--- config.mk ---
export PLATFORM = sky130hd
export DESIGN_NAME = frac_tickgen
export DESIGN_NICKNAME = d
export VERILOG_FILES = /design/src/rtl/frac_tickgen_pkg.sv /design/src/rtl/frac_div.sv /design/src/rtl/frac_tickgen.sv
export SDC_FILE = /design/constraint.sdc
export NUM_CORES = 1
export LEC_CHECK = 0
export ABC_CLOCK_PERIOD_IN_PS = 4450
export CAP_MARGIN = 10
export CORE_ASPECT_RATIO = 1.2
export CORE_MARGIN = 2
export CORE_UTILIZATION = 40
export CTS_BUF_LIST = sky130_fd_sc_hd__clkbuf_8 sky130_fd_sc_hd__clkbuf_16
export DETAILED_ROUTE_END_ITERATION = 6
export PLACE_DENSITY = 0.71
export SLEW_MARGIN = 20
export SYNTH_ARGS = -nofsm -noshare
export SYNTH_HDL_FRONTEND = slang
export SYNTH_SLANG_ARGS = --single-unit
export TNS_END_PERCENT = 1
--- constraint.sdc ---
create_clock -name clk -period 4.45 [get_ports clk]
set_input_delay 0.6675 -clock clk [delete_from_list [all_inputs] [get_ports clk]]
set_output_delay 0.6675 -clock clk [all_outputs]
set_load 0.02 [all_outputs]
--- src/rtl/frac_tickgen_pkg.sv ---
// Shared constants for the fractional PPU/CPU tick generator: region encoding,
// CPU divider ratios and the default accumulator scale.
package frac_tickgen_pkg;

  localparam int SCALE_LOG2_DEFAULT = 16;
  localparam int CACC_W             = 5;

  typedef enum logic {
    REGION_NTSC = 1'b0,
    REGION_PAL  = 1'b1
  } region_e;

  // PPU ticks per CPU tick expressed as NUM/DEN: NTSC 3/1, PAL 16/5.
  localparam logic [CACC_W-1:0] NUM_NTSC = 5'd3;
  localparam logic [CACC_W-1:0] DEN_NTSC = 5'd1;
  localparam logic [CACC_W-1:0] NUM_PAL  = 5'd16;
  localparam logic [CACC_W-1:0] DEN_PAL  = 5'd5;

  function automatic logic [CACC_W-1:0] region_num(input logic pal);
    return (region_e'(pal) == REGION_PAL) ? NUM_PAL : NUM_NTSC;
  endfunction

  function automatic logic [CACC_W-1:0] region_den(input logic pal);
    return (region_e'(pal) == REGION_PAL) ? DEN_PAL : DEN_NTSC;
  endfunction

endpackage

--- src/rtl/frac_div.sv ---
// CPU divider: fractional NUM/DEN accumulator advanced once per PPU tick;
// isc marks the PPU tick that also carries a CPU tick.
module frac_div
  import frac_tickgen_pkg::*;
(
  input  logic clk,
  input  logic rst,
  input  logic tick,
  input  logic pal_q,
  input  logic reload,
  output logic isc
);

  logic [CACC_W-1:0] cacc;
  logic [CACC_W-1:0] num;
  logic [CACC_W-1:0] den;
  logic [CACC_W:0]   sum;
  logic [CACC_W:0]   wrapped;

  always_comb begin
    num     = region_num(pal_q);
    den     = region_den(pal_q);
    sum     = {1'b0, cacc} + {1'b0, den};
    wrapped = sum - {1'b0, num};
    isc     = (cacc < den);
  end

  // A region change restarts the divider at the new DEN so the following
  // CPU tick lands a full new-region period later.
  always_ff @(posedge clk) begin
    if (rst) begin
      cacc <= '0;
    end else if (reload) begin
      cacc <= region_den(!pal_q);
    end else if (tick) begin
      if (sum >= {1'b0, num}) cacc <= wrapped[CACC_W-1:0];
      else                    cacc <= sum[CACC_W-1:0];
    end
  end

endmodule

--- src/rtl/frac_tickgen.sv ---
// Fractional PPU/CPU tick generator with banked credit and overrun flag.
// Optional tick statistics counters are enabled by defining TICKGEN_STATS_EN.
module frac_tickgen
  import frac_tickgen_pkg::*;
#(
  parameter int SCALE_LOG2 = SCALE_LOG2_DEFAULT,
  parameter int INC_NTSC   = 7037,
  parameter int INC_PAL    = 6973,
  parameter int BACKLOG    = 8
) (
  input  logic        clk,
  input  logic        rst,
  input  logic        stall,
  input  logic        memdone,
  input  logic        ppudone,
  input  logic        pal,
  output logic        cputick,
  output logic        pputick,
  output logic        cputick_,
  output logic        pputick_,
  output logic        overrun,
  output logic [31:0] ppucnt,
  output logic [31:0] cpucnt
);

  localparam int CTR_W = SCALE_LOG2 + $clog2(BACKLOG) + 1;
  localparam int SUM_W = CTR_W + 1;
  localparam logic [SUM_W-1:0] SCALE = SUM_W'(1) << SCALE_LOG2;
  localparam logic [SUM_W-1:0] CAP   = SUM_W'(BACKLOG) << SCALE_LOG2;
  localparam logic [SUM_W-1:0] INC_N = SUM_W'(INC_NTSC);
  localparam logic [SUM_W-1:0] INC_P = SUM_W'(INC_PAL);

  logic [CTR_W-1:0] ctr;
  logic             pal_q;
  logic             isc;
  logic             advance;
  logic             reload;
  logic [SUM_W-1:0] ctr_ext;
  logic [SUM_W-1:0] ctr_next;

  // ppudone and memdone act as ready: a tick is issued only when credit is
  // banked (valid) and the consumer is ready; a CPU-carrying tick also needs
  // memdone, and no tick may follow a tick on the very next cycle.
  always_comb begin
    ctr_ext  = {1'b0, ctr};
    pputick_ = (ctr_ext >= SCALE) && !pputick && ppudone && (!isc || memdone);
    cputick_ = pputick_ && isc;
    ctr_next = ctr_ext + (pal_q ? INC_P : INC_N) - (pputick_ ? SCALE : '0);
  end

  assign advance = pputick_ && !stall;
  assign reload  = cputick_ && !stall && (pal != pal_q);

  frac_div u_div (
    .clk    (clk),
    .rst    (rst),
    .tick   (advance),
    .pal_q  (pal_q),
    .reload (reload),
    .isc    (isc)
  );

  always_ff @(posedge clk) begin
    if (rst) begin
      ctr     <= '0;
      pal_q   <= pal;
      cputick <= 1'b0;
      pputick <= 1'b0;
      overrun <= 1'b0;
    end else if (stall) begin
      cputick <= 1'b0;
      pputick <= 1'b0;
    end else begin
      cputick <= cputick_;
      pputick <= pputick_;
      // Subtraction is already folded into ctr_next, so the clamp sees the net value.
      if (ctr_next > CAP) begin
        ctr     <= CTR_W'(CAP);
        overrun <= 1'b1;
      end else begin
        ctr <= CTR_W'(ctr_next);
      end
      if (cputick_) pal_q <= pal;
    end
  end

`ifdef TICKGEN_STATS_EN
  logic [31:0] ppu_q;
  logic [31:0] cpu_q;

  always_ff @(posedge clk) begin
    if (rst) begin
      ppu_q <= '0;
      cpu_q <= '0;
    end else if (!stall) begin
      if (pputick_) ppu_q <= ppu_q + 32'd1;
      if (cputick_) cpu_q <= cpu_q + 32'd1;
    end
  end

  assign ppucnt = ppu_q;
  assign cpucnt = cpu_q;
`else
  assign ppucnt = '0;
  assign cpucnt = '0;
`endif

endmodule

==> flow_summary_export.csv <==
group,metric,value,unit
cts,cts_hold_buf,0,
place,port_buffers,10,
grt,grt_pass1_vias,2248,
die,fp.dieH,99.5,um
cells_and_area,drive_gt1_share,7.07,%
cells_and_area,final_cell_area,3110,um2
synthesis,synth_cells,386,
drt,antenna_left,0,
die,die_area,8310,um2
die,core_area,7320,um2
sta,fmaxAchievable,251,MHz
drt,route.vias.total,2482,
sta,fin_skew,0.00606,ns
synthesis,syn_area,3040,um2
synthesis,muxShareOfSynthArea,2.39,%
drt,wl_met2,3160,um
worst_setup_path,cp_num_buf_inv,2,
synthesis,ys_seq_elements,29,
die,die_w,83.6,um
power_and_ir_drop,vdd_drop_max,372,uV
worst_setup_path,crit_path_end_kind,"flop",
sta,finalCritPeriodShare,89.4,%
grt,grt_max_degree,30,
sta,slew_violations,0,
grt,grt_first_pass_wirelength,9990,um
sta,fin_setup_tns,0,ns
sta,setup_viol,0,
die,start_util,41.5,%
synthesis,synth-simple-area-share,19.2,%
worst_setup_path,slowest_delay,0.54,ns
sta,worst_slack,0.473,ns
place,hpwl,4770,um
drt,post_drt_wl_per_cell,12.6,um
cells_and_area,area_delta_synth_final,2.35,%
cts,clockBufferDepth,2,
die,ioPinCount,75,
cells_and_area,n_antenna_cell,0,
power_and_ir_drop,p_leak,1.34,nW
worst_setup_path,path_delay_family,"compound AO/OA/AOI/OAI gates",
place,place.gp.congestion,0.886,
synthesis,async_flop_share,0,%
sta,fin_crit,3.98,ns
drt,first_iter_violations,95,
worst_setup_path,reg2reg_slack,0.47,ns
die,rows,34,
place,place_area,2980,um2
flow_run,cap_violations,0,
synthesis,synth_top_family_by_area,"buffers and inverters",
grt,grt_overflow,0,
synthesis,ys_seq_area_share,19.4,%
worst_hold_path,whs_endpoint,"overrun",
worst_setup_path,cp.required,4.67,ns
cts,cts.sinks,29,
drt,routedLengthMet1,2580,um
cts,cts_setup_buffers,0,
cells_and_area,fillers,739,
drt,highest_layer,"met4",
cells_and_area,nNetsFinal,431,
worst_setup_path,worstSetupPathType,"reg -> reg",
synthesis,synth_edf_count,1,
synthesis,synth-xor-area-share,4.61,%
drt,drt_wl_total,6130,um
cts,clkTransAtPathRegs,0.07,ns
synthesis,ys_warn_count,0,
cts,h-tree-depth,2,
worst_hold_path,hold_class,"reg -> reg",
drt,route.detailed.drc,0,
run_status,outcome,"complete, no violations",
synthesis,ys.flop_type,"dfxtp_1",
worst_setup_path,cp_cell_sequence,"inv_1 > ha_1 > o21ai_0 > nand2_1 > o21ai_1 > ha_1 > ha_1 > a21oi_1 > o21ai_0 > or4_1 > o211ai_1 > a31oi_1 > o32a_1 > buf_4 > nor2_1",
cts,cts_buffers,5,
cts,cts_tree,"built",
cts,insertion_delay,0.28,ns
power_and_ir_drop,power_density,737,nW/um2
worst_setup_path,critical_path_arrival,4.20,ns
worst_setup_path,rr_endpoint,"ctr[1]",
cts,cts_root_buffer,"clkbuf_8",
sta,hold_viol,0,
synthesis,synth_compound_area_share,20.2,%
worst_hold_path,holdPathStages,2,
worst_setup_path,crit_top_cell,"ha_1",
worst_setup_path,path_max_fanout,12,
drt,via_per_inst,5.11,
place,pre_cts_ws,0.249,ns
synthesis,synth_fa_ha_area_share,12.6,%
worst_setup_path,reg2reg_from,"pal_q",
worst_setup_path,critPathSlowestCell,"or4_1",
drt,drt_pass1_iterations,4,
sta,worst_pin_slew,0.624,ns
synthesis,yosysUniqueCellTypes,64,
grt,antenna_found_initial,0,
power_and_ir_drop,p_total,2.29,mW
grt,grtUsageTotal,14.4,%
sta,slew_headroom,58.3,%
worst_hold_path,min_from,"overrun",
cells_and_area,finish.utilization,42.5,%
synthesis,synth_area_per_cell,7.87,um2
drt,wl_met3,340,um
worst_setup_path,worstRegToRegCells,15,
sta,rsz0062_at_grt,"no",
worst_setup_path,setup.worst_path.start,"pal_q",
worst_setup_path,worstSetupStartpointType,"flop",
[registers in the layout (all words and copies together), names as in the netlist]
name,flops
pputick,1
ctr,20
pal_q,1
cputick,1
overrun,1
u_div.cacc,5
[cell usage in the layout (no fill, tap or decap), drive strengths merged, types with 3 or more instances in the layout]
cell	count
a2111oi	3
a211oi	6
a21oi	17
a31oi	5
buf	4
clkbuf	6
clkdlybuf4s50	10
conb	64
dfxtp	28
ha	29
inv	30
mux2i	5
nand2	15
nand2b	7
nand3	7
nor2	36
nor2b	5
nor3	10
o2111ai	3
o211ai	3
o21a	6
o21ai	21
or2	6
or3	9
xnor2	13
xor2	3
[kinds of logic after synthesis]
kind of cell | after synthesis
AOI/OAI and AO/OA | 86
DFF | 29
xor gates and xnor gates | 16
buffers and inverters | 105
and+or+nand+nor | 112
muxes | 7
other | 1
adders and majority gates | 30
[how the worst max path moves through the flow]
| stage | slack (ns) | end | depth (start not counted) |
|---|---|---|---|
| CTS | 0.27 | ctr[1] | 14 |
| detailed placement | 0.25 | ctr[1] | 13 |
| global route | 0.06 | ctr[13] | 15 |
| finish | 0.47 | ctr[1] | 15 |
| floorplan | 0.55 | ctr[7] | 17 |
| global placement | 0.31 | ctr[1] | 13 |
[layer usage]
metal  vias up  track usage, %
li1       1237               -
met1      1160            16.7
met2        79            26.1
met3         6            2.90
met4         0            5.21
met5         -               0
[cell type report]
| type | count | area, um2 | share of cell area (%) |
|---|---|---|---|
| Clock inverter | 2 | 35.0 | 1.13 |
| Sequential cell | 29 | 591 | 19.0 |
| Tap cell | 90 | 113 | 3.62 |
| Clock buffer | 6 | 93.8 | 3.02 |
| Inverter | 30 | 113 | 3.62 |
| Multi-Input combinational cell | 315 | 2030 | 65.4 |
| Timing Repair Buffer | 14 | 130 | 4.19 |
[report_power, final]
| group | internal, mW | leakage, nW | switching, mW |
|---|---|---|---|
| Combinational | 0.642 | 1.03 | 0.894 |
| Sequential | 0.349 | 0.239 | 0.0990 |
| Clock | 0.200 | 0.0663 | 0.107 |
| Total | 1.19 | 1.34 | 1.10 |
[worst min-delay path, delay by kind of cell, from the launching register on]
kind | cells | cell delay (ns)
compound gates | 1 | 0.07
buf+inv | 1 | 0.05
flops | 1 | 0.32
[cell usage after synthesis (3+ instances only)]
master     instances  share of area, %
nor3_1            10               1.6
a211oi_1           4              0.99
o21a_1             6               1.5
inv_1             30               3.7
nand2_1           15               1.9
or3_1              9               1.9
ha_1              29                12
nor2_1            35               4.3
a21oi_1           17               2.8
nand3_1            7               1.2
o211ai_1           3              0.74
buf_4             64                16
nand2b_1           7               1.4
xor2_1             3              0.87
clkbuf_1           8              0.99
or2_2              6               1.2
a31oi_1            5               1.0
nor2b_1            5               1.0
dfxtp_1           28                18
xnor2_1           13               3.7
mux2i_1            5               1.6
o2111ai_1          3              0.87
o21ai_0           20               3.3
[through the flow]
| step | cells | hold WS, ns |
|---|---|---|
| finish | 486 | 0.479 |
| floorplan | 449 | 0.454 |
| global placement | 478 | 0.466 |
| detailed placement | 478 | 0.472 |
| global route | 486 | 0.520 |
| CTS | 486 | 0.482 |
[repair_timing]
action	CTS	global route
endpoints found under the hold margin	0	0
setup endpoints to repair	0	14
resized for setup	0	2
Note: power is estimated with default switching activity, not from simulation.
